--- src/rtl/ecc_ctrl_pkg.sv ---
// Shared types and constants for the ECC issue/dispatch controller.
// Entry layout matches the default 64-bit, 4-bit-id configuration.
package ecc_ctrl_pkg;

    localparam logic [2:0] ECC_F3_SETMOD = 3'b000;
    localparam logic [2:0] ECC_F3_ADD    = 3'b001;
    localparam logic [2:0] ECC_F3_SUB    = 3'b010;

    localparam logic [5:0] ECC_EXC_ILLEGAL = 6'd2;

    localparam int unsigned ECC_WIDTH = 64;
    localparam int unsigned ECC_ID_W  = 4;

    typedef enum logic [1:0] {
        StIdle,
        StSetmod,
        StExec,
        StResp
    } ecc_ctrl_state_e;

    typedef struct packed {
        logic [2:0]           funct3;
        logic [4:0]           rd;
        logic [ECC_ID_W-1:0]  id;
        logic [ECC_WIDTH-1:0] rs1;
        logic [ECC_WIDTH-1:0] rs2;
    } ecc_entry_t;

endpackage

--- src/rtl/ecc_issue_fifo.sv ---
// In-order issue queue for the ECC controller; DEPTH must be a power of two.
module ecc_issue_fifo #(
    parameter int unsigned WIDTH = 8,
    parameter int unsigned DEPTH = 4
) (
    input  logic             clk_i,
    input  logic             rst_ni,
    input  logic             push_i,
    input  logic [WIDTH-1:0] wdata_i,
    input  logic             pop_i,
    output logic [WIDTH-1:0] rdata_o,
    output logic             full_o,
    output logic             empty_o
);

    localparam int unsigned PtrW = $clog2(DEPTH);
    localparam logic [PtrW:0] FullCnt = (PtrW + 1)'(DEPTH);

    logic [WIDTH-1:0] mem_q [DEPTH];
    logic [PtrW-1:0]  wr_ptr_q, rd_ptr_q;
    logic [PtrW:0]    count_q;
    logic             do_push, do_pop;

    assign full_o  = (count_q == FullCnt);
    assign empty_o = (count_q == '0);
    assign do_push = push_i && !full_o;
    assign do_pop  = pop_i && !empty_o;
    assign rdata_o = mem_q[rd_ptr_q];

    // Pointers wrap naturally because DEPTH is a power of two.
    always_ff @(posedge clk_i or negedge rst_ni) begin
        if (!rst_ni) begin
            wr_ptr_q <= '0;
            rd_ptr_q <= '0;
            count_q  <= '0;
        end else begin
            if (do_push) wr_ptr_q <= wr_ptr_q + 1'b1;
            if (do_pop)  rd_ptr_q <= rd_ptr_q + 1'b1;
            if (do_push && !do_pop)      count_q <= count_q + 1'b1;
            else if (do_pop && !do_push) count_q <= count_q - 1'b1;
        end
    end

    always_ff @(posedge clk_i) begin
        if (do_push) mem_q[wr_ptr_q] <= wdata_i;
    end

endmodule

--- src/rtl/ecc_issue_ctrl.sv ---
// ECC coprocessor issue/dispatch controller: queues offloaded instructions, dispatches
// them in order and returns results with backpressure. ECC_ILLEGAL_EXC_EN raises exceptions.
module ecc_issue_ctrl
    import ecc_ctrl_pkg::*;
#(
    parameter int unsigned WIDTH = 64,
    parameter int unsigned DEPTH = 4,
    parameter int unsigned ID_W  = 4
) (
    input  logic             clk_i,
    input  logic             rst_ni,
    input  logic             issue_valid_i,
    output logic             issue_ready_o,
    input  logic [31:0]      issue_instr_i,
    input  logic [WIDTH-1:0] issue_rs1_i,
    input  logic [WIDTH-1:0] issue_rs2_i,
    input  logic [ID_W-1:0]  issue_id_i,
    output logic             op_start_o,
    output logic             op_sub_o,
    output logic [WIDTH-1:0] op_a_o,
    output logic [WIDTH-1:0] op_b_o,
    input  logic             op_done_i,
    input  logic [WIDTH-1:0] op_result_i,
    output logic [WIDTH-1:0] modulus_o,
    output logic             modulus_we_o,
    output logic             result_valid_o,
    input  logic             result_ready_i,
    output logic [WIDTH-1:0] result_data_o,
    output logic [ID_W-1:0]  result_id_o,
    output logic [4:0]       result_rd_o,
    output logic             result_we_o,
    output logic             result_exc_o,
    output logic [5:0]       result_exccode_o
);

    typedef struct packed {
        logic [2:0]       funct3;
        logic [4:0]       rd;
        logic [ID_W-1:0]  id;
        logic [WIDTH-1:0] rs1;
        logic [WIDTH-1:0] rs2;
    } entry_t;

    entry_t push_ent, head;
    logic   fifo_full, fifo_empty, fifo_pop;
    logic   unused_instr;

    ecc_ctrl_state_e  state_q, state_d;
    logic [4:0]       cur_rd_q, cur_rd_d;
    logic [WIDTH-1:0] cur_rs1_q, cur_rs1_d;
    logic             op_start_q, op_start_d, op_sub_q, op_sub_d;
    logic [WIDTH-1:0] op_a_q, op_a_d, op_b_q, op_b_d;
    logic [WIDTH-1:0] modulus_q, modulus_d;
    logic             modulus_we_q, modulus_we_d;
    logic             res_valid_q, res_valid_d;
    logic [WIDTH-1:0] res_data_q, res_data_d;
    logic [ID_W-1:0]  res_id_q, res_id_d;
    logic [4:0]       res_rd_q, res_rd_d;
    logic             res_we_q, res_we_d, res_exc_q, res_exc_d;
    logic [5:0]       res_exccode_q, res_exccode_d;

    assign unused_instr = ^{issue_instr_i[31:15], issue_instr_i[6:0]};
    assign push_ent = '{funct3: issue_instr_i[14:12], rd: issue_instr_i[11:7], id: issue_id_i,
                        rs1: issue_rs1_i, rs2: issue_rs2_i};

    ecc_issue_fifo #(
        .WIDTH($bits(entry_t)),
        .DEPTH(DEPTH)
    ) u_fifo (
        .clk_i  (clk_i),
        .rst_ni (rst_ni),
        .push_i (issue_valid_i),
        .wdata_i(push_ent),
        .pop_i  (fifo_pop),
        .rdata_o(head),
        .full_o (fifo_full),
        .empty_o(fifo_empty)
    );

    always_comb begin
        state_d       = state_q;
        cur_rd_d      = cur_rd_q;
        cur_rs1_d     = cur_rs1_q;
        op_start_d    = 1'b0;
        op_sub_d      = op_sub_q;
        op_a_d        = op_a_q;
        op_b_d        = op_b_q;
        modulus_d     = modulus_q;
        modulus_we_d  = 1'b0;
        res_valid_d   = res_valid_q;
        res_data_d    = res_data_q;
        res_id_d      = res_id_q;
        res_rd_d      = res_rd_q;
        res_we_d      = res_we_q;
        res_exc_d     = res_exc_q;
        res_exccode_d = res_exccode_q;
        fifo_pop      = 1'b0;

        unique case (state_q)
            StIdle: begin
                if (!fifo_empty) begin
                    fifo_pop  = 1'b1;
                    cur_rd_d  = head.rd;
                    cur_rs1_d = head.rs1;
                    res_id_d  = head.id;
                    case (head.funct3)
                        ECC_F3_ADD, ECC_F3_SUB: begin
                            state_d    = StExec;
                            op_start_d = 1'b1;
                            op_sub_d   = (head.funct3 == ECC_F3_SUB);
                            op_a_d     = head.rs1;
                            op_b_d     = head.rs2;
                        end
                        ECC_F3_SETMOD: state_d = StSetmod;
                        default: begin
                            state_d    = StResp;
                            res_data_d = '0;
                            res_rd_d   = '0;
                            res_we_d   = 1'b0;
`ifdef ECC_ILLEGAL_EXC_EN
                            res_exc_d     = 1'b1;
                            res_exccode_d = ECC_EXC_ILLEGAL;
`else
                            res_exc_d     = 1'b0;
                            res_exccode_d = '0;
`endif
                        end
                    endcase
                end
            end
            StSetmod: begin
                modulus_d     = cur_rs1_q;
                modulus_we_d  = 1'b1;
                res_data_d    = '0;
                res_rd_d      = '0;
                res_we_d      = 1'b0;
                res_exc_d     = 1'b0;
                res_exccode_d = '0;
                state_d       = StResp;
            end
            StExec: begin
                // A done pulse coinciding with the start cycle is not ours.
                if (op_done_i && !op_start_q) begin
                    res_data_d    = op_result_i;
                    res_rd_d      = cur_rd_q;
                    res_we_d      = 1'b1;
                    res_exc_d     = 1'b0;
                    res_exccode_d = '0;
                    state_d       = StResp;
                end
            end
            StResp: begin
                if (res_valid_q && result_ready_i) begin
                    res_valid_d = 1'b0;
                    state_d     = StIdle;
                end else begin
                    res_valid_d = 1'b1;
                end
            end
            default: state_d = StIdle;
        endcase
    end

    always_ff @(posedge clk_i or negedge rst_ni) begin
        if (!rst_ni) begin
            state_q       <= StIdle;
            cur_rd_q      <= '0;
            cur_rs1_q     <= '0;
            op_start_q    <= 1'b0;
            op_sub_q      <= 1'b0;
            op_a_q        <= '0;
            op_b_q        <= '0;
            modulus_q     <= '0;
            modulus_we_q  <= 1'b0;
            res_valid_q   <= 1'b0;
            res_data_q    <= '0;
            res_id_q      <= '0;
            res_rd_q      <= '0;
            res_we_q      <= 1'b0;
            res_exc_q     <= 1'b0;
            res_exccode_q <= '0;
        end else begin
            state_q       <= state_d;
            cur_rd_q      <= cur_rd_d;
            cur_rs1_q     <= cur_rs1_d;
            op_start_q    <= op_start_d;
            op_sub_q      <= op_sub_d;
            op_a_q        <= op_a_d;
            op_b_q        <= op_b_d;
            modulus_q     <= modulus_d;
            modulus_we_q  <= modulus_we_d;
            res_valid_q   <= res_valid_d;
            res_data_q    <= res_data_d;
            res_id_q      <= res_id_d;
            res_rd_q      <= res_rd_d;
            res_we_q      <= res_we_d;
            res_exc_q     <= res_exc_d;
            res_exccode_q <= res_exccode_d;
        end
    end

    assign issue_ready_o    = !fifo_full;
    assign op_start_o       = op_start_q;
    assign op_sub_o         = op_sub_q;
    assign op_a_o           = op_a_q;
    assign op_b_o           = op_b_q;
    assign modulus_o        = modulus_q;
    assign modulus_we_o     = modulus_we_q;
    assign result_valid_o   = res_valid_q;
    assign result_data_o    = res_data_q;
    assign result_id_o      = res_id_q;
    assign result_rd_o      = res_rd_q;
    assign result_we_o      = res_we_q;
    assign result_exc_o     = res_exc_q;
    assign result_exccode_o = res_exccode_q;

endmodule

--- config.mk ---
export PLATFORM = sky130hd
export DESIGN_NAME = ecc_issue_ctrl
export DESIGN_NICKNAME = d
export VERILOG_FILES = /design/src/rtl/ecc_ctrl_pkg.sv /design/src/rtl/ecc_issue_fifo.sv /design/src/rtl/ecc_issue_ctrl.sv
export SDC_FILE = /design/constraint.sdc
export NUM_CORES = 1
export LEC_CHECK = 0
export ABC_AREA = 1
export BUFFER_PORTS_ARGS = -buffer_cell sky130_fd_sc_hd__buf_2
export CAP_MARGIN = 20
export CORE_ASPECT_RATIO = 1.5
export CORE_MARGIN = 2
export CORE_UTILIZATION = 42
export DETAILED_ROUTE_END_ITERATION = 7
export HOLD_SLACK_MARGIN = 0.05
export PLACE_DENSITY = 0.62
export SLEW_MARGIN = 20
export SYNTH_ARGS = -nofsm -noshare
export SYNTH_HDL_FRONTEND = slang
export SYNTH_HIERARCHICAL = 1
export SYNTH_SLANG_ARGS = --single-unit
--- constraint.sdc ---
create_clock -name clk_i -period 9.7 [get_ports clk_i]
set_input_delay 0.485 -clock clk_i [delete_from_list [all_inputs] [get_ports clk_i]]
set_output_delay 0.485 -clock clk_i [all_outputs]
set_load 0.02 [all_outputs]
==> metrics <==
Final WS setup 5.365 ns; DRT Wirelength 85220 um; sequential share of the synthesized area 70.64%; CTS Buffer Depth 3; cell chain of the critical path inv_8 -> buf_4 -> nand2_1 -> o211ai_1 -> nand2_1 -> nor2_1 -> nand2_1 -> nand2_1 -> nand2_8 -> inv_2 -> buf_4 -> nand2_1 -> nand2_1; Core ar. between 80000 and 90000 sq um; Max Cap Viol 0; CP Class register to register; Hold Slack between 0.1 and 0.15 ns; Synth Register Bits 908; CP most frequent cell nand2_1; drt wl/cell 17.41 um; routed vias/inst 4.793; Post-layout nets 3931; crit share post-route 44.69%; leakage power 20.21 nW; layout cell share with drive strength beyond 1 just under 20%; cell row count between 100 and 150; Yosys warnings 6; Initial Util 42.48%; # IOs 511; r2r setup slk 5.37 ns; vias roughly 23k; All-Layer GR Usage 19.10%; setup tns final 0 ns; Worst path slowest cell buf_4; Final min period 4.335 ns; synthesized area 36130 sq um; Fmax achieved 230.7 MHz; pwr/cell area 330.2 nW/um^2; first-pass GRT wire length around 130000 um; pre-CTS setup slack around 5.2 ns; CP Buf/Inv Count 4; Main synth FF type edfxtp_1; Die ar. ~90000 sq um; initial antenna violation count 11; relative slew slack 25.29%; Synth async-reset ratio 38.33%; CTS tree done; required time worst endpoint 10.31 ns; Crit path largest cell delay 0.84 ns; area grow syn2layout 20.60%; RSZ-0062 raised after global routing no; DP HPWL slightly above 50000 um; Synth cell types 26; Crit path max-delay family buffers and inverters; worst hold path type input pin to register; Worst Setup Start Kind register; DRT Pass-1 Iters 5; largest net degree at the start of global routing 163; Die W between 200 and 250 um; DP Area 39330 sq um; TritonCTS Buffers a little under 90; syn avg cell area around 12 sq um; vias in the first global route approximately 23k; Worst-path clk slew about 0.060 ns; H-tree depth 3; GR Overflow Total 0; RePlAce Congestion 0.8196; Post-synth EDFFs 560; CP max FO between 150 and 200; Fillers 7440; Setup Viol. Count Final 0; DR iter-0 viols ~1000; final hold violations 0; Detail Route Antenna Nets 0; port bufs 479; maximum vdd ir drop 0.2280 mV; clk root buf clkbuf_16; TritonCTS Sinks 908; Worst Skew just under 0.02 ns; Skew-Pair Late Insertion Delay 0.67 ns; DRC viols 0; final instance area around 44000 sq um; crit path DAT 4.94 ns; Setup crit end kind register; synthesized instance count 3121; status completed; worst-margin pin slew 1.121 ns; die height 363.2 um; max-slew violations 0
[per-layer routing]
metal / GRT usage (%) / up-vias / share of wire, %
li1: - / 11460 / -
met1: 22.93 / 11240 / 42
met2: 33.94 / 626 / 50
met3: 3.867 / 124 / 5.8
met4: 6.982 / 14 / 2.3
met5: 0 / - / 0.10
[cell usage in the layout (no fill, tap or decap), types with 2 or more instances in the layout]
cell type      count
dfrtp_1          347
nor2_4             4
clkinvlp_4         5
clkbuf_8           4
edfxtp_1         560
clkinv_1          13
clkbuf_1          19
inv_1            436
nand2_1         1011
o211ai_1         280
inv_6              3
o21ai_1           18
clkinv_16          2
nor2_1             2
mux2_2            64
nand3_1           79
nand2_2            2
dlygate4sd3_1    142
buf_4             31
clkinv_8           2
bufinv_16          7
o21ai_0           94
conb_1             7
o21ai_2           20
clkinv_2          17
inv_2              2
diode_2            4
ha_1               7
buf_2            478
clkbuf_16         87
clkinv_4           3
[worst min-delay path, cell delays in order]
cell,delay [ns]
buf_2,0.08
nand2_1,0.04
nand2_1,0.06
o21ai_0,0.08
[state kept, by name, indices dropped and copies added (netlist names), 2 cells and up]
| register | cells |
|---|---|
| cur_rd_q | 5 |
| cur_rs1_q | 64 |
| modulus_o | 64 |
| op_a_o | 64 |
| op_b_o | 64 |
| result_data_o | 64 |
| result_id_o | 4 |
| result_rd_o | 5 |
| state_q | 2 |
| u_fifo/count_q | 3 |
| u_fifo/mem_q | 560 |
| u_fifo/rd_ptr_q | 2 |
| u_fifo/wr_ptr_q | 2 |
[power by group]
group | internal, W | leakage (nW) | switching, W
sequential | 0.00534 | 9.54 | 0.000494
clock | 0.00189 | 1.37 | 0.00146
combinational | 0.00155 | 9.29 | 0.00366
[repair_timing]
action,4_1_cts,5_1_grt
buffers inserted,0,0
resized for setup,0,0
endpoints found under the setup margin,0,0
endpoints found under the hold margin,655,0
hold buffers,142,0
[kinds of logic (layout without fill, tap and decap cells)]
family,Yosys count,count (layout),share of synthesized area [%]
xor gates and xnor gates,1,1,0.02424
AOI/OAI and AO/OA,413,413,7.874
muxes,64,64,1.995
adders and majority gates,10,10,0.3671
DFF,908,908,70.64
other,1,11,0.01038
and+or+nand+nor,1102,1102,11.75
buffers and inverters,622,1255,7.338
[path summary, 6_finish.rpt]
check                                   startpoint               end  depth (start not counted)
worst min register to register    result_data_o[3]  result_data_o[3]                          2
worst max register to register  u_fifo/rd_ptr_q[0]        op_b_o[11]                         13
min in group asynchronous                   rst_ni     modulus_o[34]                          2
worst max-delay path            u_fifo/rd_ptr_q[0]        op_b_o[11]                         13
worst min-delay path                result_ready_i    result_valid_o                          4
max in group asynchronous                   rst_ni        op_a_o[43]                          4
[cells in the mapped netlist, types with 2 or more instances]
| cell type | n | share of area [%] |
|---|---|---|
| buf_4 | 11 | 0.23 |
| buf_6 | 21 | 0.65 |
| mux2_2 | 64 | 2.0 |
| o211ai_1 | 280 | 5.8 |
| nand2_2 | 2 | 0.035 |
| nand2_1 | 1012 | 11 |
| nand3_1 | 79 | 1.1 |
| o21ai_2 | 20 | 0.48 |
| buf_2 | 94 | 1.3 |
| inv_1 | 437 | 4.5 |
| edfxtp_1 | 560 | 47 |
| clkbuf_1 | 53 | 0.55 |
| ha_1 | 9 | 0.31 |
| o21ai_0 | 94 | 1.3 |
| nor2_1 | 6 | 0.062 |
| o21ai_1 | 18 | 0.25 |
| buf_1 | 2 | 0.021 |
| dfrtp_1 | 348 | 24 |
| inv_2 | 4 | 0.042 |
[metrics by stage]
stage	cells	utilization [%]	power (W)
global route	4894	51.23	0.01535
finish	4894	51.23	0.01439
global placement	4587	46.23	0.01105
CTS	4890	51.22	0.01459
detailed placement	4587	46.23	0.01115
floorplan	3127	-	0.009559
[area by class of cell]
cell class                      instances  area (sq um)  area share, %
Multi-Input combinational cell       1597          8053          18.48
Sequential cell                       908         25530          58.58
Tap cell                             1130          1414          3.244
Inverter                              441          1670          3.833
Clock buffer                          110          2303          5.286
Timing Repair Buffer                  653          4081          9.366
Antenna cell                            4         10.01        0.02297
Clock inverter                         51         518.0          1.189
No activity file was read; power rests on OpenSTA's default activity.
